File: src/rtl/uart_cmd_initiator.sv
// uart_cmd_initiator: sends a memory-write frame in decimal ASCII over uart_basic and checks the reply
module uart_cmd_initiator #(
    parameter int ADDR_W = 10,
    parameter int TIMEOUT_CYCLES = 100000000
) (
    input  logic              clk,
    input  logic              rst_n,
    input  logic              start,
    input  logic [ADDR_W:0]   len,
    output logic              mem_en,
    output logic [ADDR_W-1:0] mem_addr,
    input  logic [7:0]        mem_dout,
    output logic              tx_start,
    output logic [7:0]        tx_data,
    input  logic              tx_busy,
    input  logic [7:0]        rx_data,
    input  logic              rx_ready,
    output logic              busy,
    output logic              done,
    output logic              error,
    output logic [1:0]        err_code
);
    localparam logic [2:0] S_IDLE = 3'd0, S_HDR = 3'd1, S_FETCH = 3'd2, S_LOAD = 3'd3,
                           S_DIGITS = 3'd4, S_END = 3'd5, S_RESP = 3'd6, S_RESP_LF = 3'd7;
    localparam int TW = $clog2(TIMEOUT_CYCLES + 1);
    logic [2:0] state;
    logic [1:0] idx;
    logic guard, pend, want, abort, to_hit;
    logic [7:0] data_q, hun, ten, one, byte_sel;
    logic [ADDR_W:0] len_q, count;
    logic [TW-1:0] tcnt;
    always_comb begin
        hun = data_q / 8'd100;
        ten = (data_q / 8'd10) % 8'd10;
        one = data_q % 8'd10;
        byte_sel = state == S_END ? 8'h24 :
                   state == S_DIGITS ? (idx == 2'd0 ? 8'h30 + hun : idx == 2'd1 ? 8'h30 + ten :
                                        idx == 2'd2 ? 8'h30 + one : 8'h0a) :
                   (idx == 2'd0 ? 8'h40 : idx == 2'd1 ? 8'h77 : idx == 2'd2 ? 8'h61 : 8'h0a);
        abort = rx_ready && rx_data == 8'h45 && state inside {S_HDR, S_FETCH, S_LOAD, S_DIGITS, S_END};
        want = state inside {S_HDR, S_DIGITS, S_END} && !abort;
        // the cycle after a start is a guard: tx_busy may not have risen yet
        tx_start = want && !guard && !tx_busy;
        tx_data = tx_start ? byte_sel : 8'h00;
        mem_en = state == S_FETCH;
        // registered error lands TIMEOUT_CYCLES after the "$" start cycle
        to_hit = tcnt == TW'(TIMEOUT_CYCLES - 2);
    end
    always_ff @(posedge clk or negedge rst_n) begin
        if (!rst_n) begin
            state <= S_IDLE;
            idx <= '0;
            guard <= 1'b0;
            pend <= 1'b0;
            data_q <= '0;
            len_q <= '0;
            count <= '0;
            tcnt <= '0;
            mem_addr <= '0;
            busy <= 1'b0;
            done <= 1'b0;
            error <= 1'b0;
            err_code <= 2'd0;
        end else begin
            done <= 1'b0;
            error <= 1'b0;
            guard <= tx_start;
            if (state == S_RESP || state == S_RESP_LF) tcnt <= tcnt + 1'b1;
            if (abort) begin
                pend <= 1'b1;
                state <= S_RESP_LF;
            end else begin
                case (state)
                    S_IDLE: if (start && !done && !error) begin
                        len_q <= len;
                        err_code <= 2'd0;
                        busy <= 1'b1;
                        idx <= '0;
                        count <= '0;
                        tcnt <= '0;
                        mem_addr <= '0;
                        state <= S_HDR;
                    end
                    S_HDR: if (tx_start) begin
                        idx <= idx + 2'd1;
                        if (idx == 2'd3) state <= len_q == '0 ? S_END : S_FETCH;
                    end
                    S_FETCH: state <= S_LOAD;
                    S_LOAD: begin
                        data_q <= mem_dout;
                        idx <= mem_dout >= 8'd100 ? 2'd0 : mem_dout >= 8'd10 ? 2'd1 : 2'd2;
                        state <= S_DIGITS;
                    end
                    S_DIGITS: if (tx_start) begin
                        idx <= idx + 2'd1;
                        if (idx == 2'd3) begin
                            mem_addr <= mem_addr + 1'b1;
                            count <= count + 1'b1;
                            state <= count + 1'b1 == len_q ? S_END : S_FETCH;
                        end
                    end
                    S_END: if (tx_start) begin
                        tcnt <= '0;
                        state <= S_RESP;
                    end
                    S_RESP: if (rx_ready) begin
                        if (rx_data == 8'h44 || rx_data == 8'h45) begin
                            pend <= rx_data == 8'h45;
                            state <= S_RESP_LF;
                        end else begin
                            error <= 1'b1;
                            err_code <= 2'd3;
                            busy <= 1'b0;
                            state <= S_IDLE;
                        end
                    end else if (to_hit) begin
                        error <= 1'b1;
                        err_code <= 2'd2;
                        busy <= 1'b0;
                        state <= S_IDLE;
                    end
                    S_RESP_LF: if (rx_ready) begin
                        error <= rx_data != 8'h0a || pend;
                        done <= rx_data == 8'h0a && !pend;
                        err_code <= rx_data != 8'h0a ? 2'd3 : pend ? 2'd1 : 2'd0;
                        busy <= 1'b0;
                        state <= S_IDLE;
                    end else if (to_hit) begin
                        error <= 1'b1;
                        err_code <= 2'd2;
                        busy <= 1'b0;
                        state <= S_IDLE;
                    end
                    default: state <= S_IDLE;
                endcase
            end
        end
    end
endmodule

File: config.mk
export PLATFORM = sky130hd
export DESIGN_NAME = uart_cmd_initiator
export DESIGN_NICKNAME = d
export VERILOG_FILES = /design/src/rtl/uart_cmd_initiator.sv
export SDC_FILE = /design/constraint.sdc
export NUM_CORES = 1
export LEC_CHECK = 0
export CORE_MARGIN = 3
export CORE_UTILIZATION = 45
export CTS_BUF_LIST = sky130_fd_sc_hd__clkbuf_4 sky130_fd_sc_hd__clkbuf_8
export CTS_CLUSTER_SIZE = 20
export DETAILED_ROUTE_END_ITERATION = 12
export GPL_ROUTABILITY_DRIVEN = 0
export GPL_TIMING_DRIVEN = 1
export HOLD_SLACK_MARGIN = 0.02
export PLACE_DENSITY = 0.65
export SKIP_CTS_REPAIR_TIMING = 1
export SYNTH_ARGS = -nofsm -noshare
export SYNTH_HDL_FRONTEND = slang
export SYNTH_SLANG_ARGS = --single-unit
File: constraint.sdc
create_clock -name clk -period 4.5 [get_ports clk]
set_input_delay 0.9 -clock clk [delete_from_list [all_inputs] [get_ports clk]]
set_output_delay 0.9 -clock clk [all_outputs]
set_load 0.05 [all_outputs]
==> flow_summary.yaml <==
cts:
  htree_levels: 3
  clock-sinks: 79
  cts_buffers: 9
  cts_buffer_depth: 2
  root_buffer: "clkbuf_8"
  cts.clk_slew.worst_paths_ns: 0.08
  cts_tree: "yes"
  clk_latency_ns: 0.35
placement:
  place_ws_ns: -0.3386
  hpwl_um: 10250
  port_buffers: 56
synth:
  yosysWarnings: 0
  ys_ff_latch: 79
  synth_top_area_share_pct: 36.69
  synth_common_cells: "nand2_1, dfrtp_1, nor2_1"
  synth_cell_type_count: 68
  synth.area.top_cells: "dfrtp_1, nand2_1, nor2_1"
  synth_area_um2: 5388
  synth_edf_count: 0
  synth_seq_area_share_pct: 36.69
  syn_area_per_cell_um2: 8.445
  ys_async_sr_fraction_pct: 100.0
  synth_most_common_cell: "nand2_1"
  ys.flop_type: "dfrtp_1"
  yosys.area.top_type: "dfrtp_1"
  synth_cells: 638
drt:
  met1_length_um: 6443
  first_pass_iters: 5
  drc_errors: 0
  drt-total-wl_um: 14370
  drtIter0Drc: 320
  routed.top_layer: "met4"
  viasPerCell: 5.766
  met3_length_um: 763
  met2_wirelength_um: 6955
  wl_per_cell_um: 16.18
  vias: 5120
  ant_nets: 0
critical_path:
  path_buf_inv: 3
  crit_required_ns: 3.60
  rr_startpoint: "state[1]"
  crit_arrival_ns: 4.25
  cpMostUsedCell: "a21oi_4"
  crit_chain: "or3b_4, o32ai_4, a21oi_4, nand2_2, inv_2, a2111oi_4, o31ai_4, a21oi_4, xnor2_4, buf_4, nand3_1, nand2_1, o31a_1, ha_4, or3_1, mux2_4, nand2_4, buf_12"
  crit_family: "compound AO/OA/AOI/OAI gates"
  endpoint_kind: "output port"
  crit_type: "flip-flop to output port"
  crit_path_max_fanout: 8
  crit_path_top_delay_cell: "dfrtp_2"
  r2r_cells: 7
  cp.depth: 18
  cp-startpoint: "data_q[5]"
  critPathMaxStageDelay_ns: 0.47
  worstSetupStartpointType: "flip-flop"
sta:
  setup_ws_ns: -0.6501
  fmax_ghz: 0.1942
  worst_pin_slew_ns: 1.022
  final.setup.tns_ns: -2.277
  max_slew_margin_pct: 31.86
  skew_ns: 0.006584
  finalCritPeriodShare_pct: 114.4
  finalSetupViolCount: 8
  finalHoldViolations: 0
  slew_violations: 0
  rsz0062_at_grt: "true"
  period_needed_ns: 5.150
floorplanning:
  die_w_um: 115.4
  io_pins: 57
  rows: 39
  initial_core_util_pct: 46.59
  die_h_um: 115.4
  dieArea_um2: 13320
  core_area_um2: 11560
global_routing:
  grt_pass1_vias: 4881
  grt_start_max_net_pins: 80
  grt_usage_pct: 21.15
  antenna_found_initial: 0
  grt_pass1_wl_um: 23020
  grt_overflow_total: 0
finish:
  drive_above_1_share_pct: 21.61
  final_nets: 788
  fillers: 969
  diodes: 0
  post-route-util_pct: 60.40
  area_delta_synth_final_pct: 29.66
hold_path:
  holdPathStages: 1
  worstHoldStart: "busy"
  hp-class: "flip-flop to flip-flop"
status:
  violations: "setup timing"
  status: "finished with violations"
power_and_ir_drop:
  p_leak_nw: 2.905
  ir_worst_vdd_mv: 0.3403
  fin_total_pwr_w: 0.005001
  p_per_area_nw_per_um2: 715.9
run:
  maxCapViolations: 0
worst register-to-register path: stages, from the launching register on:
cell and delay (ns):
dfrtp_1 0.69, or3_1 0.32, a21oi_1 0.18, or3_1 0.40, a21oi_1 0.45, nand4_1 0.34
or3_1 0.44, a21oi_1 0.15
per-stage QoR:
| stage | hold WS, ns | cell area (µm²) | instances |
|---|---|---|---|
| global route | 0.5140 | 6985 | 888 |
| CTS | 0.4891 | 6728 | 876 |
| detailed placement | 0.4746 | 6559 | 861 |
| finish | 0.4864 | 6985 | 888 |
| floorplan | 0.4511 | 5495 | 639 |
| global placement | 0.4651 | 6559 | 861 |
cells in the final DEF (no fill, tap or decap), types with 4 or more instances in the layout:
cell type	synthesis	routed
a211oi_1	7	6
a21oi_1	30	25
a21oi_2	1	4
a31oi_1	10	10
and2_1	6	5
and3_1	12	12
buf_12	0	7
buf_4	2	63
clkbuf_8	0	9
clkdlybuf4s50_1	0	47
dfrtp_1	79	73
dfrtp_2	0	6
ha_1	15	12
inv_1	15	14
mux2_2	16	16
nand2_1	83	81
nand2b_1	8	7
nand3_1	25	25
nand4_1	16	16
nor2_1	76	76
nor2b_1	5	4
nor3_1	17	14
nor4_1	10	10
o21ai_0	42	38
o21ai_1	2	4
o22ai_1	6	5
o31ai_1	5	4
or2_2	4	4
or3_1	8	8
xnor2_1	20	20
xor2_1	31	30
metal layers:
metal,GRT usage (%),vias to the layer above
li1,-,2480
met1,28.33,2460
met2,34.30,159
met3,4.334,21
met4,7.199,0
met5,0,-
registers in the layout, indices dropped and copies added (netlist names):
signal and count:
tcnt 27, count 11, len_q 11, mem_addr 10, data_q 8, state 3, err_code 2, idx 2
busy 1, done 1, error 1, guard 1, pend 1
cell families after synthesis:
group,after synthesis,synth area share [%]
simple gates,280,24.57
compound gates,142,18.28
flops,79,36.69
xor+xnor,52,8.593
buf+inv,45,3.390
mux,22,4.552
fa+ha+maj,17,3.855
other cells,1,0.06960
area by class of cell:
cell class | count | area, µm² | area share [%]
inverters | 18 | 75.07 | 1.075
clock inverters | 6 | 45.04 | 0.6448
flip-flops and latches | 79 | 1984 | 28.41
well taps | 143 | 178.9 | 2.561
clock buffers | 9 | 123.9 | 1.773
multi-input cells | 515 | 3483 | 49.87
repair buffers | 118 | 1095 | 15.67
power breakdown:
group          leakage [nW]  internal (W)  switching, W
combinational          1.77       0.00165       0.00181
clock                0.0898      0.000201      0.000273
sequential             1.04      0.000849      0.000215
final timing paths:
check,end,slack [ns]
max in group asynchronous,data_q[7],3.09
setup / recovery,tx_data[6],-0.65
min in group asynchronous,tcnt[16],0.72
setup reg to reg,mem_addr[9],1.45
hold / removal,busy,0.49
hold reg to reg,busy,0.49
Power figures use the tool's default switching activity.
